==> config.mk <==
export PLATFORM = sky130hd
export DESIGN_NAME = aes_state_loader
export DESIGN_NICKNAME = d
export VERILOG_FILES = /design/src/rtl/aes_pkg.sv /design/src/rtl/aes_state_loader.sv
export SDC_FILE = /design/constraint.sdc
export NUM_CORES = 1
export LEC_CHECK = 0
export CORE_MARGIN = 8
export CORE_UTILIZATION = 44
export DETAILED_ROUTE_END_ITERATION = 6
export PLACE_DENSITY = 0.84
export SLEW_MARGIN = 30
export SYNTH_ARGS = -nofsm -noshare
export SYNTH_HDL_FRONTEND = slang
export SYNTH_SLANG_ARGS = --single-unit
==> constraint.sdc <==
create_clock -name i_clk -period 4.9 [get_ports i_clk]
set_clock_uncertainty 0.15 [all_clocks]
set_input_delay 1.47 -clock i_clk [delete_from_list [all_inputs] [get_ports i_clk]]
set_output_delay 1.47 -clock i_clk [all_outputs]
set_load 0.03 [all_outputs]
==> src/rtl/aes_pkg.sv <==
// aes_pkg: shared AES loader types, constants and slot-offset helper
//   AES_NBYTES  bytes per 128-bit AES state
//   aes_state_t 128-bit column-major state word
//   aes_byte_t  8-bit state byte
//   ld_state_t  loader FSM encoding (FILL / FULL / DRAIN)
//   byte_slice  bit offset of byte slot k inside the state word
package aes_pkg;

    localparam int AES_NBYTES = 16;

    typedef logic [127:0] aes_state_t;
    typedef logic [7:0]   aes_byte_t;

    typedef enum logic [1:0] {
        FILL  = 2'd0,
        FULL  = 2'd1,
        DRAIN = 2'd2
    } ld_state_t;

    // first_msb=1 puts slot 0 at [127:120] (s00); otherwise slot 0 sits at [7:0]
    function automatic logic [6:0] byte_slice(input logic [3:0] k, input logic first_msb);
        return first_msb ? 7'd120 - {k, 3'b000} : {k, 3'b000};
    endfunction

endpackage

==> src/rtl/aes_state_loader.sv <==
// aes_state_loader: byte-serial to 128-bit AES state assembler with framing checks
//   i_clk          clock, rising edge
//   i_rst          asynchronous active-high reset
//   i_e_d_in       mode for the frame (1 encrypt, 0 decrypt), sampled with byte 0
//   i_byte_valid   input byte present
//   i_byte_data    input byte
//   i_byte_last    final byte of a frame
//   o_byte_ready   loader accepts i_byte_data this cycle
//   o_dout         assembled column-major state
//   o_e_d          mode tag travelling with o_dout
//   o_dout_valid   o_dout/o_e_d hold a complete frame
//   i_dout_ready   downstream takes the frame
//   o_frame_err    one-cycle pulse on a framing violation
//   o_busy         a frame is partially loaded or a bad frame is being drained
module aes_state_loader
    import aes_pkg::*;
#(
    parameter int NBYTES    = AES_NBYTES,
    parameter bit FIRST_MSB = 1'b1
) (
    input  logic             i_clk,
    input  logic             i_rst,
    input  logic             i_e_d_in,
    input  logic             i_byte_valid,
    input  logic [7:0]       i_byte_data,
    input  logic             i_byte_last,
    output logic             o_byte_ready,
    output logic [127:0]     o_dout,
    output logic             o_e_d,
    output logic             o_dout_valid,
    input  logic             i_dout_ready,
    output logic             o_frame_err,
    output logic             o_busy
);

    localparam logic [3:0] LAST_SLOT = 4'(NBYTES - 1);

    ld_state_t  r_state;
    ld_state_t  w_next_state;
    logic [3:0] r_cnt;
    logic [3:0] w_next_cnt;
    logic [3:0] w_slot;
    aes_state_t r_dout;
    logic       r_e_d;
    logic       r_frame_err;
    logic       w_byte_ready;
    logic       w_byte_acc;
    logic       w_out_acc;
    logic       w_take;
    logic       w_last_slot;
    logic       w_err;

    always_comb begin
        // held low during reset so nothing looks accepted while the loader is cleared
        w_byte_ready = ~i_rst & ((r_state == FULL) ? i_dout_ready : 1'b1);
        w_byte_acc   = i_byte_valid & w_byte_ready;
        w_out_acc    = (r_state == FULL) & i_dout_ready;
        // in FULL a byte can only be accepted together with the frame release; it starts the next frame
        w_take       = w_byte_acc & (r_state != DRAIN);
        w_slot       = (r_state == FULL) ? 4'd0 : r_cnt;
        w_last_slot  = (w_slot == LAST_SLOT);
        w_next_state = r_state;
        w_next_cnt   = r_cnt;
        w_err        = 1'b0;
        if (r_state == DRAIN && w_byte_acc && i_byte_last)
            w_next_state = FILL;
        if (w_out_acc && !w_byte_acc)
            w_next_state = FILL;
        if (w_take) begin
            w_next_cnt   = (i_byte_last || w_last_slot) ? 4'd0 : w_slot + 4'd1;
            // early last or missing last on the final slot are both framing errors
            w_err        = i_byte_last ^ w_last_slot;
            w_next_state = (i_byte_last && w_last_slot) ? FULL : (w_last_slot ? DRAIN : FILL);
        end
    end

    always_ff @(posedge i_clk or posedge i_rst) begin
        if (i_rst) begin
            r_state     <= FILL;
            r_cnt       <= 4'd0;
            r_dout      <= '0;
            r_e_d       <= 1'b0;
            r_frame_err <= 1'b0;
        end else begin
            r_state     <= w_next_state;
            r_cnt       <= w_next_cnt;
            r_frame_err <= w_err;
            if (w_take) begin
                r_dout[byte_slice(w_slot, FIRST_MSB) +: 8] <= i_byte_data;
                if (w_slot == 4'd0)
                    r_e_d <= i_e_d_in;
            end
        end
    end

    assign o_byte_ready = w_byte_ready;
    assign o_dout       = r_dout;
    assign o_e_d        = r_e_d;
    assign o_dout_valid = (r_state == FULL);
    assign o_frame_err  = r_frame_err;
    assign o_busy       = (r_cnt != 4'd0) | (r_state == DRAIN);

endmodule
==> flow_metrics.env <==
export IMPL_hold_viol=0
export IMPL_placed_area_um2=7378
export IMPL_synth_top_family_by_area="multiplexers"
export IMPL_ioPinCount=147
export IMPL_cp_num_buf_inv=2
export IMPL_clockBufferDepth=2
export IMPL_cp_slowest_cell="clkdlybuf4s50_1"
export IMPL_drt_pass1_iter_count=4
export IMPL_avgSynthCellArea_um2=14.99
export IMPL_synth_area_leaders="dfrtp_1 (59%), mux2_2 (18%), mux2_4 (8.3%)"
export IMPL_grt_pass1_vias=4089
export IMPL_rsz0062_at_grt="no"
export IMPL_postCtsSetupBuffers=0
export IMPL_end_kind="output pin"
export IMPL_muxShareOfSynthArea=0.2748
export IMPL_synth_seq_area_share=0.5867
export IMPL_final_cell_mix="clkdlybuf4s50_1 (146), dfrtp_1 (136), mux2_2 (95)"
export IMPL_yosysTopAreaCell="dfrtp_1"
export IMPL_final_min_clock_period_ps=4511
export IMPL_irDropWorstVdd_mv=0.2650
export IMPL_worstPathRequired_ps=3280
export IMPL_synth_compound_area_frac=0.01984
export IMPL_die_h_um=130.8
export IMPL_viasPerCell=5.101
export IMPL_ctsRootBufferMaster="clkbuf_16"
export IMPL_numCtsBuffers=17
export IMPL_synth_top_cell_area_share=0.5867
export IMPL_syn_area_um2=5801
export IMPL_hp_class="reg -> reg"
export IMPL_drv_cap=0
export IMPL_critPathKind="in -> out"
export IMPL_synth_edff_count=0
export IMPL_p_per_area_nw_per_um2=424.1
export IMPL_async_reset_ff_frac=1.000
export IMPL_placedCellCount=690
export IMPL_maxSlewHeadroom=0.5185
export IMPL_syn_nets=407
export IMPL_vias=3683
export IMPL_start_kind="input pin"
export IMPL_nets=553
export IMPL_synth_seq_cells=136
export IMPL_clk_pin_slew_ps=50
export IMPL_drc=0
export IMPL_synthFlopType="dfrtp_1"
export IMPL_final_common_cell="clkdlybuf4s50_1"
export IMPL_synth_xor_area_frac=0.003020
export IMPL_gr_total_overflow=0
export IMPL_place_hpwl_um=10340
export IMPL_setup_viol=0
export IMPL_max_freq_mhz=221.7
export IMPL_coreArea_um2=13030
export IMPL_synth_simple_gate_area_share=0.07550
export IMPL_crit_chain="clkdlybuf4s50_1, nor2_1, nor2_1, clkdlybuf4s50_1"
export IMPL_leakage_nw=3.755
export IMPL_grt_first_pass_wirelength_um=22500
export IMPL_cts_tree="done"
export IMPL_total_power_w=0.003354
export IMPL_routed_wl_um=14520
export IMPL_gp_congestion=0.8881
export IMPL_period_share=0.9206
export IMPL_slew_viol_final=0
export IMPL_drt_iter0_drc=149
export IMPL_layoutNonFillerInstCount=722
export IMPL_ys_warn_count=0
export IMPL_synthCells=387
export IMPL_drive_gt1_frac=0.3114
export IMPL_status="finished, final reports clean"
export IMPL_cpPeakStageDelay_ps=680
export IMPL_yosysUniqueCellTypes=43
export IMPL_antenna_found_initial=0
export IMPL_start_util=0.4451
export IMPL_ctsHtreeMaxLevel=4
export IMPL_clk_latency_ps=410
export IMPL_ant_nets=0
export IMPL_crit_arrival_ps=2890
export IMPL_port_buffers=146
export IMPL_cts_sinks=136
export IMPL_syn_to_final_growth_pct=36.32
export IMPL_diodes=0
export IMPL_design_area_um2=7908
export IMPL_dieWidth_um=130.8
export IMPL_grt_max_degree=137
export IMPL_wl_per_cell_um=20.11
export IMPL_tns_ps=0
export IMPL_cts_resized=0
export IMPL_dieArea_um2=17110
export IMPL_cts_hold_buf=0
export IMPL_synthAdderAreaFrac=0.01294
export IMPL_cp_top_family="buffers and inverters"
export IMPL_tightest_slew_ps=718.4
export IMPL_critical_path_max_fanout=5
export IMPL_fp_row_count=42
export IMPL_grt_usage=0.1753
[synthesized netlist by cell type (4+ instances only)]
library cell,count
and2_1,9
and3_1,8
buf_1,8
buf_6,6
dfrtp_1,136
ha_1,6
inv_1,7
mux2_2,95
mux2_4,32
nand2_1,13
nor2_1,7
nor3_2,4
nor3_4,4
o21ai_0,6
or3_1,7
[cells by family after synthesis]
logic type                 after synthesis
adders and majority gates                6
muxes                                  131
AOI/OAI and AO/OA                       16
buffers and inverters                   28
DFF                                    136
xor gates and xnor gates                 2
and+or+nand+nor                         68
[through the flow]
step                      hold WS, ps  setup WS, ps  utilization
after floorplan                 376.2          1382            -
after global placement          329.5         418.1       0.5661
after detailed placement        338.7         393.3       0.5661
after CTS                       351.3         393.2       0.6068
after global routing            355.9         325.2       0.6068
final                           343.2         389.0       0.6068
[cell type report]
| cell class | count | area (um^2) |
|---|---|---|
| Clock inverter | 8 | 47.55 |
| Sequential cell | 136 | 3403 |
| Timing Repair Buffer | 147 | 1481 |
| Tap cell | 176 | 220.2 |
| Multi-Input combinational cell | 223 | 2240 |
| Clock buffer | 24 | 481.7 |
| Inverter | 8 | 33.78 |
| Fill cell | 1053 | 5125 |
[power by group]
part	internal, W	switching (W)	total, W
sequential	0.00126	0.0000867	0.00135
combinational	0.000373	0.000503	0.000877
clock	0.000681	0.000445	0.00113
total	0.00232	0.00104	0.00335
[state kept, by name, summed over array words and instances (netlist names)]
signal / flops
o_frame_err: 1
o_e_d: 1
r_state: 2
o_dout: 128
r_cnt: 4
[path summary, 6_finish.rpt]
| check | startpoint | endpoint | depth (start not counted) | slack [ps] |
|---|---|---|---|---|
| min in group asynchronous | i_rst | o_frame_err | 3 | 1570 |
| worst max register to register | r_state[1] | o_dout[32] | 7 | 1630 |
| max in group asynchronous | i_rst | o_dout[113] | 3 | 2520 |
| worst min register to register | o_dout[77] | o_dout[77] | 1 | 340 |
| worst max-delay path | i_dout_ready | o_byte_ready | 4 | 390 |
| worst min-delay path | o_dout[77] | o_dout[77] | 1 | 340 |
[routing by layer]
layer	routed length [um]	track usage	vias to the layer above
li1	-	-	1661
met1	5879	0.2026	1869
met2	7275	0.2977	132
met3	1079	0.05804	21
met4	284	0.06482	0
met5	0	0	-
Note: power is estimated with default switching activity, not from simulation.
